==> src/rtl/mips32_run_ctrl.sv <==
`default_nettype none
// ============================================================================
//  Module   : mips32_run_ctrl
//  Purpose  : Host-loadable instruction memory plus LOAD/RUN/YIELD/HALT
//             sequencer that clock-enables a MIPS32 core and counts retirements.
//  Revision : 1.0  initial release
// ============================================================================
module mips32_run_ctrl #(
    parameter int ADDR_W       = 6,
    parameter int YIELD_CYCLES = 4
) (
    input  logic              clock,
    input  logic              reset,
    input  logic              load_valid,
    input  logic [ADDR_W-1:0] load_addr,
    input  logic [31:0]       load_data,
    output logic              load_ready,
    input  logic              start,
    input  logic [ADDR_W-1:0] cpu_raddr,
    output logic [31:0]       cpu_instr,
    output logic              cpu_step,
    output logic [1:0]        state,
    output logic [31:0]       retired
);

    localparam int          DEPTH         = 1 << ADDR_W;
    localparam logic [31:0] C_YIELD_INSTR = 32'h114b0001;
    localparam logic [5:0]  C_HALT_FUNCT  = 6'd13;
    localparam logic [7:0]  C_YIELD_LOAD  = 8'(YIELD_CYCLES);
    localparam logic [31:0] C_RET_MAX     = 32'hFFFF_FFFF;

    typedef enum logic [1:0] {
        ST_LOAD  = 2'd0,
        ST_RUN   = 2'd1,
        ST_YIELD = 2'd2,
        ST_HALT  = 2'd3
    } state_t;

    generate
        if (YIELD_CYCLES < 1 || YIELD_CYCLES > 255) begin : g_yield_range_check
            $error("mips32_run_ctrl: YIELD_CYCLES must lie in 1..255");
        end
    endgenerate

    state_t      state_q, state_d;
    logic [31:0] retired_q, retired_d;
    logic [7:0]  ycnt_q, ycnt_d;

    logic [31:0] mem [DEPTH];
    logic        mem_we;
    logic [31:0] rd_word;
    logic        is_halt;
    logic        is_yield;

    // Core-facing outputs come only from the state register and cpu_raddr,
    // so no host input can reach the core combinationally.
    assign rd_word = mem[cpu_raddr];

    always_comb begin
        cpu_step   = (state_q == ST_RUN);
        cpu_instr  = cpu_step ? rd_word : 32'h0;
        load_ready = (state_q == ST_LOAD);
        state      = state_q;
        retired    = retired_q;
        is_halt    = (cpu_instr[5:0] == C_HALT_FUNCT);
        is_yield   = (cpu_instr == C_YIELD_INSTR);
        mem_we     = load_valid & load_ready;
    end

    always_comb begin
        state_d   = state_q;
        retired_d = retired_q;
        ycnt_d    = ycnt_q;
        unique case (state_q)
            ST_LOAD: begin
                if (start) begin
                    state_d   = ST_RUN;
                    retired_d = 32'h0;
                end
            end
            ST_RUN: begin
                if (retired_q != C_RET_MAX) begin
                    retired_d = retired_q + 32'd1;
                end
                // Halt wins over yield when an encoding matches both.
                if (is_halt) begin
                    state_d = ST_HALT;
                end else if (is_yield) begin
                    state_d = ST_YIELD;
                    ycnt_d  = C_YIELD_LOAD;
                end
            end
            ST_YIELD: begin
                ycnt_d = ycnt_q - 8'd1;
                if (ycnt_q <= 8'd1) begin
                    state_d = ST_RUN;
                end
            end
            ST_HALT: begin
                if (start) begin
                    state_d = ST_LOAD;
                end
            end
            default: state_d = ST_LOAD;
        endcase
    end

    always_ff @(posedge clock or posedge reset) begin
        if (reset) begin
            state_q   <= ST_LOAD;
            retired_q <= 32'h0;
            ycnt_q    <= 8'h0;
        end else begin
            state_q   <= state_d;
            retired_q <= retired_d;
            ycnt_q    <= ycnt_d;
        end
    end

    // Program storage deliberately has no reset so a loaded image survives it.
    always_ff @(posedge clock) begin
        if (mem_we) begin
            mem[load_addr] <= load_data;
        end
    end

endmodule
`default_nettype wire

==> config.mk <==
export PLATFORM = sky130hd
export DESIGN_NAME = mips32_run_ctrl
export DESIGN_NICKNAME = d
export VERILOG_FILES = /design/src/rtl/mips32_run_ctrl.sv
export SDC_FILE = /design/constraint.sdc
export NUM_CORES = 2
export LEC_CHECK = 0
export ABC_AREA = 1
export ABC_CLOCK_PERIOD_IN_PS = 5600
export CAP_MARGIN = 5
export CELL_PAD_IN_SITES_DETAIL_PLACEMENT = 1
export CELL_PAD_IN_SITES_GLOBAL_PLACEMENT = 2
export CORE_MARGIN = 8
export CORE_UTILIZATION = 25
export DETAILED_ROUTE_END_ITERATION = 8
export GPL_ROUTABILITY_DRIVEN = 0
export PLACE_DENSITY_LB_ADDON = 0.1
export SYNTH_ARGS = -nofsm -noshare
export SYNTH_HDL_FRONTEND = slang
export SYNTH_SLANG_ARGS = --single-unit
==> constraint.sdc <==
create_clock -name clock -period 5.6 [get_ports clock]
set_input_delay 1.68 -clock clock [delete_from_list [all_inputs] [get_ports clock]]
set_output_delay 1.68 -clock clock [all_outputs]
set_load 0.01 [all_outputs]
# Word-level counts from Yosys, hierarchy flattened
# Memories as Yosys holds them, arrays and structs flattened.
# Cells that the tools add are included.
[op_classes]
add_sub_neg = 2
magnitude_cmp = 1
eq_ne = 13
mux = 15
bitwise = 1
n_reduce_logical = 6
[op_table]
columns = ["operator", "n"]
rows = [
  ["32-bit two-way mux", 3],
  ["32-bit case mux with 2 select lines", 1],
  ["32-bit by 1-bit adder with 32-bit output (second input constant)", 1],
  ["32-bit by 29-bit equality test with 1-bit output (second input constant)", 1],
  ["32-bit inequality test (second input constant)", 1],
  ["8-bit two-way mux", 2],
  ["8-bit case mux with 2 select lines", 1],
  ["2-bit two-way mux", 5],
  ["8-bit by 1-bit less-or-equal comparator with 1-bit output (second input constant)", 1],
  ["2-bit case mux with 4 select lines", 1],
  ["8-bit by 1-bit subtractor with 8-bit output (second input constant)", 1],
  ["6-bit by 4-bit equality test with 1-bit output (second input constant)", 1],
  ["2-bit by 1-bit inequality test with 1-bit output (second input constant)", 3],
  ["2-bit inequality test (second input constant)", 3],
  ["3-bit AND reduction", 2],
  ["2-bit equality test (second input constant)", 2],
  ["4-bit AND reduction", 1],
  ["2-bit nonzero test", 2],
  ["3-bit by 1-bit inequality test with 1-bit output (second input constant)", 1],
  ["2-bit by 1-bit equality test with 1-bit output (second input constant)", 1],
  ["2-bit zero test", 1],
  ["1-bit two-way mux", 2],
  ["1-bit AND", 1],
]
[totals]
ff_bits = 42
ramBits = 2048
in_bits = 48
word_cells = 42
memories = 1
[mem_list]
columns = ["memory", "words", "width", "rd", "rd_clocked_by_memory_dff", "wr", "line", "source"]
rows = [
  ["mem", 64, 32, 1, 0, 1, "49", "logic [31:0] mem [DEPTH];"],
]

# Depth between registers and ports, before layout
[depth]
depth_word = 6
ltp_mapped = 23
mapped_depth_nobuf = 20

# Least setup slack after synthesis
# No wires, ideal clock.
[synth_path]
kind = "input port to flip-flop"
start = "input port load_addr[1]"
end = "memory mem[50][0] (enable)"
setup_ps = 502
arrival_ps = 5264
required_time_ps = 5098
slack_ps = -166
stages = 3
path_buffers = 1
cell_sequence = "clkbuf_1 -> inv_1 -> nor4_1"
[synth_rtl]
columns = ["element", "line", "source"]
rows = [
  ["start, declared", "15", "input logic [ADDR_W-1:0] load_addr,"],
  ["end, declared", "49", ""],
]
# Straight into the memory's write port.

# Worst setup path after layout
[layout_path]
start = "input port cpu_raddr[0]"
end = "output port cpu_instr[27]"
[layout_between]
elab_chain_len = 2
[layout_rtl]
columns = ["element", "line", "source"]
rows = [
  ["start, declared", "19", "input logic [ADDR_W-1:0] cpu_raddr,"],
  ["memory read 64 x 32 bit", "-", ""],
  ["32-bit two-way mux", "61", "cpu_instr = cpu_step ? rd_word : 32'h0;"],
  ["end, declared", "20", "output logic [31:0] cpu_instr,"],
]
# Every way passes these cells.

==> flow_summary_export.csv <==
group,metric,value,unit
placed_design,port_buffers,115,
sta,finalCritPeriodShare,99.9,%
sta,setup_slack,0.00419,ns
min_path,min_to,"ycnt_q[1]",
layout,final_area,109000,um2
logic_synthesis,syn_inst,7183,
setup_path,cp.required,3.92,ns
clock_tree,clk_pin_slew_worst_paths,0.05,ns
placed_design,place_ws,-1.35,ns
setup_path,crit_path_end_kind,"output port",
detailed_routing,vias,59600,
logic_synthesis,yosysTopAreaCell,"edfxtp_1",
power_and_ir_drop,powerDensity,346,nW/um2
layout,syn_to_final_growth,28.1,%
clock_tree,cts.path.max_buffers,4,
logic_synthesis,synth-edff-count,2048,
logic_synthesis,syn_area,85100,um2
detailed_routing,drc,0,
sta,fin_hold_ws,0.514,ns
floorplan,die_w,599,um
global_routing,grt_usage,19.5,%
global_routing,grt_pass1_vias,62100,
power_and_ir_drop,max-vdd-ir-drop,0.179,mV
setup_path,critPathArrivalTime,3.92,ns
logic_synthesis,ys_warn_count,0,
global_routing,grt_remaining_overflow,0,
sta,worst_pin_slew,1.14,ns
sta,fmax,179,MHz
floorplan,die_h,599,um
setup_path,r2r-start,"state[1]",
setup_path,worstRegToRegCells,13,
sta,slew_viol_final,0,
status,outcome,"finished clean",
detailed_routing,via_per_inst,4.71,
setup_path,rr_endpoint,"retired[21]",
logic_synthesis,synth_top_area_share,72.3,%
logic_synthesis,ys_seq_area_share,73.5,%
floorplan,start_util,25.1,%
logic_synthesis,ys_types,38,
flow_run,cap_viol_max_count,0,
logic_synthesis,synth_async_sr_flop_share,2.01,%
sta,hold_viol_final,0,
detailed_routing,drt-initial-drc-count,3717,
floorplan,core_area,339000,um2
clock_tree,cts_sinks,2090,
floorplan,die-area,359000,um2
sta,rsz0062_at_grt,"yes",
logic_synthesis,synthFlopType,"edfxtp_1",
sta,fin_worst_skew,0.0484,ns
min_path,hold_depth,2,
logic_synthesis,yosys-top-cells-count,"2,409 x nand2_1, 2,048 x edfxtp_1, 1,895 x nand3_1",
logic_synthesis,syn-num-nets,7238,
sta,relSlewSlack,24.2,%
placed_design,place_area,98000,um2
layout,nets,7959,
clock_tree,cts-root-buf,"clkbuf_16",
sta,setup_tns,0,ns
clock_tree,cts_tree,"built",
clock_tree,cts_buffers,268,
power_and_ir_drop,total_leakage_power,39.2,nW
clock_tree,clock_latency,0.89,ns
logic_synthesis,synth_area_per_cell,11.8,um2
setup_path,cp-start-kind,"input pin",
setup_path,path_class,"input pin to output port",
min_path,hold_path_class,"register to register",
sta,period_needed,5.60,ns
layout,n_fill_cell,36400,
logic_synthesis,synth_most_common_cell,"nand2_1",
detailed_routing,drtPass1Iterations,5,
global_routing,grt_max_degree,82,
logic_synthesis,ys_ff_latch,2090,
logic_synthesis,synth_area_leaders,"edfxtp_1 72%, nand3_1 11%, nand2_1 11%",
detailed_routing,routedWlPerCell,28.4,um
global_routing,antenna_found_initial,24,
detailed_routing,wl,360,mm
clock_tree,htreeDepth,5,
setup_path,r2r_slack,1.87,ns
floorplan,ios,116,
setup_path,critPathMaxFanout,16,
layout,drive_above_1_share,17.9,%
detailed_routing,antenna_left,0,
floorplan,rows,214,
min_path,min_from,"ycnt_q[1]",
placed_design,dp_hpwl,209,mm
sta,setup_viol,0,
global_routing,grt_pass1_wl,500,mm
==> cell type report <==
type | count | area, um2 | share of cell area [%]
Sequential cell | 2090 | 62600 | 57.4
Clock buffer | 343 | 7080 | 6.50
Clock inverter | 124 | 846 | 0.776
Multi-Input combinational cell | 4561 | 21300 | 19.5
Timing Repair inverter | 3 | 48.8 | 0.0448
Inverter | 76 | 350 | 0.321
Antenna cell | 16 | 40.0 | 0.0367
Tap cell | 4536 | 5680 | 5.21
Timing Repair Buffer | 904 | 11100 | 10.2
==> timing repair <==
item,4_1_cts,5_1_grt
gates cloned,24,7
setup endpoints to repair,32,31
pin swaps,10,37
setup buffers,57,14
hold buffers,0,0
gates resized for setup,324,151
==> cells by family after synthesis <==
family,synth area share (%)
xor+xnor,0.144
fa+ha+maj,0.103
compound gates,0.263
simple gates,22.8
flops,73.5
buf+inv,3.14
==> state kept, by name (all words and copies together), names as in the netlist <==
register and count:
mem 2048, ycnt_q 8, state 2, retired 32
==> metal layers <==
metal	share of wire, %	up-vias	track usage [%]
met4	2.3	0	4.57
li1	-	27000	-
met3	3.2	406	1.79
met2	49	957	33.7
met1	45	31200	26.4
met5	0	-	0
==> worst max path at each step <==
stage / end / slack (ns) / start / cells after the start
6_report: cpu_instr[27] / 0.004 / cpu_raddr[0] / 18
5_1_grt: cpu_instr[27] / -0.08 / cpu_raddr[0] / 18
4_1_cts: cpu_instr[27] / -0.12 / cpu_raddr[0] / 18
3_5_place_dp: cpu_instr[13] / -1.35 / cpu_raddr[0] / 15
3_3_place_gp: cpu_instr[13] / -1.39 / cpu_raddr[0] / 15
2_1_floorplan: mem[50][0] / -0.17 / load_addr[1] / 3
==> power breakdown <==
part	internal, mW	switching, mW	leakage [nW]
clock network	9.32	6.84	3.89
logic	1.45	2.79	16.3
registers	17.3	0.0582	19.0
==> critical path, stage by stage <==
cell,delay (ns)
buf_16,0.15
buf_12,0.15
buf_16,0.12
buf_4,0.16
buf_12,0.16
nand2_1,0.06
nand3_1,0.08
nand3_1,0.10
nand2_2,0.09
nand2_1,0.09
nand3_2,0.12
buf_12,0.11
nand3_2,0.09
buf_6,0.17
nand2_1,0.09
nand2_1,0.08
inv_1,0.09
clkdlybuf4s15_2,0.23
==> cells in the final DEF (no fill, tap or decap), drive strengths merged, types with 13 or more instances in the layout <==
master	synthesis	layout
nand2	2411	2411
nor4	14	14
edfxtp	2048	2048
inv	74	86
nor3	17	17
nor2	138	138
a21oi	19	19
diode	0	16
nand4	19	19
dfrtp	42	42
buf	389	824
o21ai	13	13
clkinv	2	107
clkdlybuf4s50	0	45
clkbuf	67	356
nand3	1895	1895
==> through the flow <==
step                std cells  power (mW)  utilization, %
floorplan                7183        19.2               -
global placement        12100        21.7            28.9
detailed placement      12100        21.7            28.9
CTS                     12600        38.3            31.9
global route            12600        39.1            32.1
finish                  12700        37.7            32.1
Note: power is estimated with default switching activity, not from simulation.
